`src/rtl/alu_writeback_if.sv`:
```
// ALU result / register-file write-port bundle for alu_writeback.
// master = ALU and register-file side, slave = the writeback block.
interface alu_writeback_if #(
  parameter int DATA_W = 16,
  parameter int ADDR_W = 3
);
  logic              res_valid;
  logic              res_ready;
  logic [DATA_W-1:0] res_data;
  logic              res_carry;
  logic              res_ovf;
  logic [ADDR_W-1:0] res_rd;
  logic              res_wr_en;
  logic              res_flag_en;
  logic              rf_grant;
  logic              rf_we;
  logic [ADDR_W-1:0] rf_waddr;
  logic [DATA_W-1:0] rf_wdata;
  logic [3:0]        flags;
  logic              fwd_valid;
  logic [ADDR_W-1:0] fwd_rd;
  logic [DATA_W-1:0] fwd_data;
  logic              busy;

  modport master (
    output res_valid, res_data, res_carry, res_ovf, res_rd, res_wr_en,
           res_flag_en, rf_grant,
    input  res_ready, rf_we, rf_waddr, rf_wdata, flags, fwd_valid, fwd_rd,
           fwd_data, busy
  );

  modport slave (
    input  res_valid, res_data, res_carry, res_ovf, res_rd, res_wr_en,
           res_flag_en, rf_grant,
    output res_ready, rf_we, rf_waddr, rf_wdata, flags, fwd_valid, fwd_rd,
           fwd_data, busy
  );
endinterface

```
`src/rtl/alu_writeback.sv`:
```
// ALU writeback stage: 2-entry in-order result FIFO feeding the shared
// register-file write port, flag register updated at accept, youngest-entry bypass.
module alu_writeback #(
  parameter int DATA_W = 16,
  parameter int ADDR_W = 3
) (
  input logic           clk,
  input logic           rst,
  alu_writeback_if.slave bus
);

  typedef enum logic [1:0] {EMPTY = 2'd0, ONE = 2'd1, FULL = 2'd2} state_t;

  state_t            state, state_nxt;
  logic [DATA_W-1:0] data0, data1;
  logic [ADDR_W-1:0] rd0, rd1;
  logic              wr0, wr1;
  logic [3:0]        flags_q;
  logic              ready, push, pop;

  assign ready = !rst && (state != FULL);
  assign push  = bus.res_valid && ready;

  always_ff @(posedge clk or posedge rst) begin
    if (rst) state <= EMPTY;
    else     state <= state_nxt;
  end

  // Slot 0 is always the head; slot 1 only holds the younger entry when FULL.
  always_comb begin
    state_nxt    = state;
    pop          = 1'b0;
    bus.rf_we    = 1'b0;
    bus.rf_waddr = '0;
    bus.rf_wdata = '0;
    if (state != EMPTY) begin
      if (wr0) begin
        bus.rf_we    = bus.rf_grant;
        bus.rf_waddr = rd0;
        bus.rf_wdata = data0;
        pop          = bus.rf_grant;
      end else begin
        pop = 1'b1;
      end
    end
    case (state)
      EMPTY:   if (push) state_nxt = ONE;
      ONE: begin
        if (push && !pop)      state_nxt = FULL;
        else if (!push && pop) state_nxt = EMPTY;
      end
      FULL:    if (pop) state_nxt = ONE;
      default: state_nxt = EMPTY;
    endcase
  end

  always_comb begin
    bus.fwd_valid = 1'b0;
    bus.fwd_rd    = '0;
    bus.fwd_data  = '0;
    if (state == FULL && wr1) begin
      bus.fwd_valid = 1'b1;
      bus.fwd_rd    = rd1;
      bus.fwd_data  = data1;
    end else if (state != EMPTY && wr0) begin
      bus.fwd_valid = 1'b1;
      bus.fwd_rd    = rd0;
      bus.fwd_data  = data0;
    end
  end

  always_ff @(posedge clk or posedge rst) begin
    if (rst) begin
      data0 <= '0;
      data1 <= '0;
      rd0   <= '0;
      rd1   <= '0;
      wr0   <= 1'b0;
      wr1   <= 1'b0;
    end else begin
      case (state)
        EMPTY: if (push) begin
          data0 <= bus.res_data;
          rd0   <= bus.res_rd;
          wr0   <= bus.res_wr_en;
        end
        ONE: begin
          if (push && pop) begin
            data0 <= bus.res_data;
            rd0   <= bus.res_rd;
            wr0   <= bus.res_wr_en;
          end else if (push) begin
            data1 <= bus.res_data;
            rd1   <= bus.res_rd;
            wr1   <= bus.res_wr_en;
          end
        end
        FULL: if (pop) begin
          data0 <= data1;
          rd0   <= rd1;
          wr0   <= wr1;
        end
        default: ;
      endcase
    end
  end

  // Flags track ALU program order, so they change at accept rather than at writeback.
  always_ff @(posedge clk or posedge rst) begin
    if (rst) flags_q <= '0;
    else if (push && bus.res_flag_en)
      flags_q <= {bus.res_data == '0, bus.res_data[DATA_W-1], bus.res_carry, bus.res_ovf};
  end

  assign bus.res_ready = ready;
  assign bus.flags     = flags_q;
  assign bus.busy      = (state != EMPTY);

endmodule

```
`src/flat_wrapper.sv`:
```
// flat-port wrapper written by rule: the top's interface ports become plain ports
module alu_writeback_flat 
#(
  parameter int DATA_W = 16,
  parameter int ADDR_W = 3
)
  (clk, rst, bus_res_valid, bus_res_data, bus_res_carry, bus_res_ovf, bus_res_rd, bus_res_wr_en, bus_res_flag_en, bus_rf_grant, bus_res_ready, bus_rf_we, bus_rf_waddr, bus_rf_wdata, bus_flags, bus_fwd_valid, bus_fwd_rd, bus_fwd_data, bus_busy);
  alu_writeback_if #(.DATA_W(DATA_W), .ADDR_W(ADDR_W)) bus_i ();
  input logic clk;
  input logic rst;
  input wire logic [$bits(bus_i.res_valid)-1:0] bus_res_valid;
  input wire logic [$bits(bus_i.res_data)-1:0] bus_res_data;
  input wire logic [$bits(bus_i.res_carry)-1:0] bus_res_carry;
  input wire logic [$bits(bus_i.res_ovf)-1:0] bus_res_ovf;
  input wire logic [$bits(bus_i.res_rd)-1:0] bus_res_rd;
  input wire logic [$bits(bus_i.res_wr_en)-1:0] bus_res_wr_en;
  input wire logic [$bits(bus_i.res_flag_en)-1:0] bus_res_flag_en;
  input wire logic [$bits(bus_i.rf_grant)-1:0] bus_rf_grant;
  output wire logic [$bits(bus_i.res_ready)-1:0] bus_res_ready;
  output wire logic [$bits(bus_i.rf_we)-1:0] bus_rf_we;
  output wire logic [$bits(bus_i.rf_waddr)-1:0] bus_rf_waddr;
  output wire logic [$bits(bus_i.rf_wdata)-1:0] bus_rf_wdata;
  output wire logic [$bits(bus_i.flags)-1:0] bus_flags;
  output wire logic [$bits(bus_i.fwd_valid)-1:0] bus_fwd_valid;
  output wire logic [$bits(bus_i.fwd_rd)-1:0] bus_fwd_rd;
  output wire logic [$bits(bus_i.fwd_data)-1:0] bus_fwd_data;
  output wire logic [$bits(bus_i.busy)-1:0] bus_busy;
  assign bus_i.res_valid = bus_res_valid;
  assign bus_i.res_data = bus_res_data;
  assign bus_i.res_carry = bus_res_carry;
  assign bus_i.res_ovf = bus_res_ovf;
  assign bus_i.res_rd = bus_res_rd;
  assign bus_i.res_wr_en = bus_res_wr_en;
  assign bus_i.res_flag_en = bus_res_flag_en;
  assign bus_i.rf_grant = bus_rf_grant;
  assign bus_res_ready = bus_i.res_ready;
  assign bus_rf_we = bus_i.rf_we;
  assign bus_rf_waddr = bus_i.rf_waddr;
  assign bus_rf_wdata = bus_i.rf_wdata;
  assign bus_flags = bus_i.flags;
  assign bus_fwd_valid = bus_i.fwd_valid;
  assign bus_fwd_rd = bus_i.fwd_rd;
  assign bus_fwd_data = bus_i.fwd_data;
  assign bus_busy = bus_i.busy;
  alu_writeback #(.DATA_W(DATA_W), .ADDR_W(ADDR_W)) u_core (.clk(clk), .rst(rst), .bus(bus_i));
endmodule
```
`config.mk`:
```
export PLATFORM = sky130hd
export DESIGN_NAME = alu_writeback_flat
export DESIGN_NICKNAME = d
export VERILOG_FILES = /design/src/rtl/alu_writeback_if.sv /design/src/rtl/alu_writeback.sv /design/src/flat_wrapper.sv
export SDC_FILE = /design/constraint.sdc
export NUM_CORES = 1
export LEC_CHECK = 0
export CORE_MARGIN = 2
export CORE_UTILIZATION = 53
export CTS_BUF_LIST = sky130_fd_sc_hd__clkbuf_8
export DETAILED_ROUTE_END_ITERATION = 10
export PLACE_DENSITY = 0.85
export SLEW_MARGIN = 20
export SYNTH_ARGS = -nofsm -noshare
export SYNTH_HDL_FRONTEND = slang
export SYNTH_SLANG_ARGS = --single-unit
```
`constraint.sdc`:
```
create_clock -name clk -period 2.5 [get_ports clk]
set_input_delay 0.5 -clock clk [delete_from_list [all_inputs] [get_ports clk]]
set_output_delay 0.5 -clock clk [all_outputs]
set_load 0.03 [all_outputs]
```
Yosys cells after proc, flatten, opt, wreduce, memory -nomap -nowiden
Index checks and enable logic that the tools add are counted.

$add $sub $neg: 0. Multiply operators: 0. Div/mod/pow operators: 0. Order comparisons: 0. Equal/unequal tests: 7. Shift operators: 0. Mux-type cells: 31. Bitwise operators: 1. Reduce and logical (&&, ||, !) cells: 18.

Operators by type and width (count): 16-bit 2-to-1 mux (7); 16-bit case mux with 3 select lines (1); 3-bit 2-to-1 mux (7); 16-bit zero test (1); 1-bit 2-to-1 mux (9); 3-bit case mux with 3 select lines (1); 1-bit logical AND (8); 2-bit 2-to-1 mux (4); 2-bit by 1-bit != test with 1-bit output, second input constant (3); 2-bit case mux with 3 select lines (1); 3-bit AND reduction (2); 4-bit AND reduction (1); 1-bit zero test (3); 3-bit by 1-bit != test with 1-bit output, second input constant (1); 1-bit case mux with 3 select lines (1); 3-bit nonzero test (1); 2-bit by 1-bit == test with 1-bit output, second input constant (1); 2-bit == test, second input constant (1); 2-bit zero test (1); 2-bit != test, second input constant (1); 2-bit nonzero test (1); 1-bit inverter (1).

Register bits after elaboration: 46. Latch bits: 0. Bits in writable memories: 0. Bits in read-only memories: 0. Bits of input ports: 27. Output and inout bits: 46. Memories: 0.

Depth between registers and ports, before layout
Gate-level depths: netlist of run 1.

Depth in word-level cells: 8. Mapped depth: 5. Gate-level depth less buffers: 4.

Worst setup path before layout of run 1
No wires, ideal clock.

Path kind: flip-flop to output port. Start point: register u_core.state[0]. End point: output port bus_fwd_data[13]. Data arrival time: 1.729 ns. Data required time: 2.000 ns. Slack: 0.271 ns. Stages on the path, launching flop included: 6. Cells stage by stage: dfrtp_1 -> nor2_1 -> inv_2 -> clkbuf_1 -> and3_1 -> mux2_1.

Cells in the longest elaborated chain, start to end: 4. Elaborated cells between the ends (all ways): 6. Those cells by class: 1 x eq/ne; 2 x mux; 3 x reduce/logical.

Ends and longest elaborated chain: start, declared (RTL line alu_writeback.sv:14) `state_t state, state_nxt;`; start signal, assigned (RTL line alu_writeback.sv:26) `else state <= state_nxt;`; 2-bit nonzero test; named net bus_busy (RTL line flat_wrapper.sv:27) `output wire logic [$bits(bus_i.busy)-1:0] bus_busy;`; 1-bit logical AND (RTL line alu_writeback.sv:65) `end else if (state != EMPTY && wr0) begin`; 16-bit 2-to-1 mux (RTL line alu_writeback.sv:65); 16-bit 2-to-1 mux (RTL line alu_writeback.sv:61) `if (state == FULL && wr1) begin`; end, declared (RTL line flat_wrapper.sv:26) `output wire logic [$bits(bus_i.fwd_data)-1:0] bus_fwd_data;`.

The timed path passes the listed nets, and every way through them passes these cells.

Worst setup path in the final report of run 1
Start point: register u_core.state[0]. End point: output port bus_rf_wdata[13].

Cells in the longest elaborated chain, start to end: 2.

Ends and longest elaborated chain: 2-bit nonzero test (RTL line alu_writeback.sv:36) `if (state != EMPTY) begin`; 16-bit 2-to-1 mux (RTL line alu_writeback.sv:36); end, declared (RTL line flat_wrapper.sv:22) `output wire logic [$bits(bus_i.rf_wdata)-1:0] bus_rf_wdata;`.

Every way passes these cells.

==> results of run 1 <==
-- state kept, by name (all words and copies together) (netlist names) --
signal	count
u_core.bus.flags	4
u_core.rd1	3
u_core.data1	16
u_core.state	2
u_core.wr0	1
u_core.rd0	3
u_core.data0	16
u_core.wr1	1
-- final timing paths --
path	slack [ps]	endpoint	depth (start not counted)
max	80	bus_rf_wdata[13]	4
min	490	u_core.bus.flags[0]	2
max reg2reg	570	u_core.data0[1]	5
min reg2reg	490	u_core.bus.flags[0]	2
max in group asynchronous	1380	u_core.wr0	3
min in group asynchronous	620	u_core.bus.flags[0]	2
-- layout make-up --
| type | count | area [um2] | share of cell area [%] |
|---|---|---|---|
| flip-flops and latches | 46 | 1150 | 34.8 |
| inverters | 3 | 13.8 | 0.415 |
| repair buffers | 83 | 733 | 22.1 |
| clock inverters | 2 | 7.51 | 0.227 |
| clock buffers | 5 | 68.8 | 2.08 |
| multi-input cells | 172 | 1270 | 38.4 |
| well taps | 54 | 67.6 | 2.04 |
-- critical path, delay by kind of cell, from the launching register on --
| kind | cells | cell delay, ps |
|---|---|---|
| and+or+nand+nor | 2 | 320 |
| DFF | 1 | 440 |
| buffers and inverters | 2 | 870 |
-- power by group through the flow --
stage                     sequential, W  clock, W  combinational (W)
after floorplan                 0.00117         0           0.000851
final                           0.00125  0.000409            0.00118
after global routing            0.00128  0.000461            0.00125
after detailed placement        0.00125         0            0.00123
after CTS                       0.00124  0.000423            0.00120
after global placement          0.00123         0            0.00120
-- Yosys cell counts --
master     number  area [um2]
nor2b_2         2        17.5
a22oi_1         1        7.51
nand2_1        68         255
mux2_4         19         285
nor4_1          4        25.0
buf_1           2        7.51
nand3_1         1        5.00
mux2_2         37         417
buf_6           2        22.5
buf_4           1        7.51
dfrtp_1        46        1150
nor2_1          4        15.0
inv_1           2        7.51
clkbuf_1        5        18.8
and3_1         21         131
nand4_1         1        6.26
a21oi_1         1        5.00
a21boi_0        1        7.51
and2_1          1        6.26
buf_2           4        20.0
o21ai_0         3        15.0
nand4bb_1       1        11.3
o21a_1          1        7.51
inv_2           1        3.75
mux2_1          2        22.5
or2_2           1        6.26
mux2i_1         1        10.0
nand2b_1        2        12.5
-- stage by stage --
step	setup slack, ps	area (um2)	utilization, %	hold WS (ps)	power (W)
floorplan	271	2510	-	470	0.00203
CTS	16.1	3380	73.1	492	0.00286
detailed placement	62.8	3310	71.5	470	0.00248
finish	75.6	3310	71.6	489	0.00284
global placement	113	3310	71.5	466	0.00243
global route	14.5	3310	71.6	518	0.00300
-- per-layer routing --
layer / part of all wire, % / GRT usage (%)
met1: 42 / 29.3
met2: 50 / 42.1
met3: 5.9 / 5.94
met4: 2.1 / 9.05
met5: 0 / 0
-- repair_timing --
action                                  in CTS  in global routing
hold buffers                                 0                  0
gates resized for setup                     22                 39
setup buffers                                2                  0
endpoints found under the setup margin      26                 20
-- kinds of logic (layout without fill, tap and decap cells) --
logic type / Yosys count / after routing / share of synthesized area [%]
and+or+nand+nor: 106 / 106 / 19.6
muxes: 59 / 59 / 29.3
DFF: 46 / 46 / 45.9
buffers and inverters: 17 / 93 / 3.49
AOI/OAI and AO/OA: 7 / 7 / 1.70
==> qor.txt, run 1 <==
Fmax -> 0.412 GHz
Chip height -> 72.8 um
FP Rows -> 25
DR WL/cell -> 16.8 um
Pwr dens -> 857 mW/mm2
Die Area -> 0.00530 mm2
Cell area after technology mapping -> 0.00251 mm2
Yosys warning count -> 0
Max Fanout on Critical Path -> 21
Core footprint -> 0.00463 mm2
Switching share of power -> 36.5%
Layout cell share with drive strength beyond 1 -> 31.8%
DR pass1 iterations -> 4
Vias in the first global route -> 2111
Worst EP arrival -> 1920 ps
GRT Overall Usage -> 24.3%
Synth-to-Final Area Change -> 32.2%
Post-route DRC -> 0
Commonest non-fill, non-tap cell in the layout -> nand2_1
Placed Cells -> 356
Post-DP HPWL -> 4330 um
Crit-path max cell delay -> 700 ps
RSZ-0062 raised after global routing -> false
Sink Count -> 46
Final Wtd Congestion -> 0.922
Sw Pwr -> 0.00104 W
Pin count of the biggest net entering global routing -> 26
Die Span X -> 72.8 um
Clk_lat worst skew -> 290 ps
Initial Utilization -> 54.2%
Nets -> 338
Grt ovf -> 0
Reg-to-Reg Start -> u_core.wr0
Beginning of the worst hold path -> u_core.bus.flags[0]
Port Buf Inserts -> 72
Final cell count without fillers -> 365
Most frequent cells in the layout -> nand2_1 (68), clkdlybuf4s50_1 (51), dfrtp_1 (45)
Max Cap Viol -> 0
Clk root buf -> clkbuf_8
H-Tree Depth -> 2
CTS Buf Count -> 5
Worst path cell trace -> nor2_2 -> inv_4 -> and3_1 -> clkdlybuf4s50_1
Syn avg cell area -> 10.7 um2
Hold Path Class -> reg2reg
Final clock period utilization by the worst path -> 97.0%
Sequential area share after synthesis -> 45.9%
Post-synthesis cell count -> 235
Critical path class -> reg2out
Comb pwr share -> 41.6%
Max_slew headroom -> 67.3%
Critical Path End Type -> output pin
Slew @ Worst Pin -> 491 ps
Iter 0 DRT Violations -> 112
Post-synth cell types -> 28
Final hold vios -> 0
Global-route wire length before repair -> 9920 um
I/O Pins -> 73
CP Launch Type -> register
Total wire length -> 6130 um
LEAKAGE -> 1.70 nW
Max rail drop VDD -> 0.537 mV
Clock network fraction of total power -> 14.4%
CTS tree -> built
Pint -> 0.00180 W
DR vias/cell -> 5.64
Antenna-violating nets left -> 0
Number of fill cells in the layout -> 363
Status -> completed
Vias -> 2058
Initial antenna violation count -> 0
Clk buf depth -> 2
Max-slew violations -> 0
#FFs+latches synth -> 46
Flop pwr share -> 44.0%
Clk_skew -> 4.37 ps
Crit-path slowest cell -> clkdlybuf4s50_1
Crit path launch -> u_core.state[0]
Syn_nets -> 262
Setup TNS Final -> 0 ps
Worst endpoint required time -> 2000 ps
Setup violators final -> 0
Min Tclk post-route -> 2420 ps
Clock-pin slew on the worst setup and hold paths -> 70 ps
Diode count -> 0
Note: power is estimated with default switching activity, not from simulation.
==> inputs of run 2 (changes only) <==
--- a/config.mk
+++ b/config.mk
@@ -5,6 +5,7 @@
 export SDC_FILE = /design/constraint.sdc
 export NUM_CORES = 1
 export LEC_CHECK = 0
+export CAP_MARGIN = 5
 export CORE_MARGIN = 2
 export CORE_UTILIZATION = 53
 export CTS_BUF_LIST = sky130_fd_sc_hd__clkbuf_8
@@ -14,3 +15,4 @@
 export SYNTH_ARGS = -nofsm -noshare
 export SYNTH_HDL_FRONTEND = slang
 export SYNTH_SLANG_ARGS = --single-unit
+export TNS_END_PERCENT = 20
==> results of run 2 <==
Final layout, timing and power as in run 1 (identical DEF).
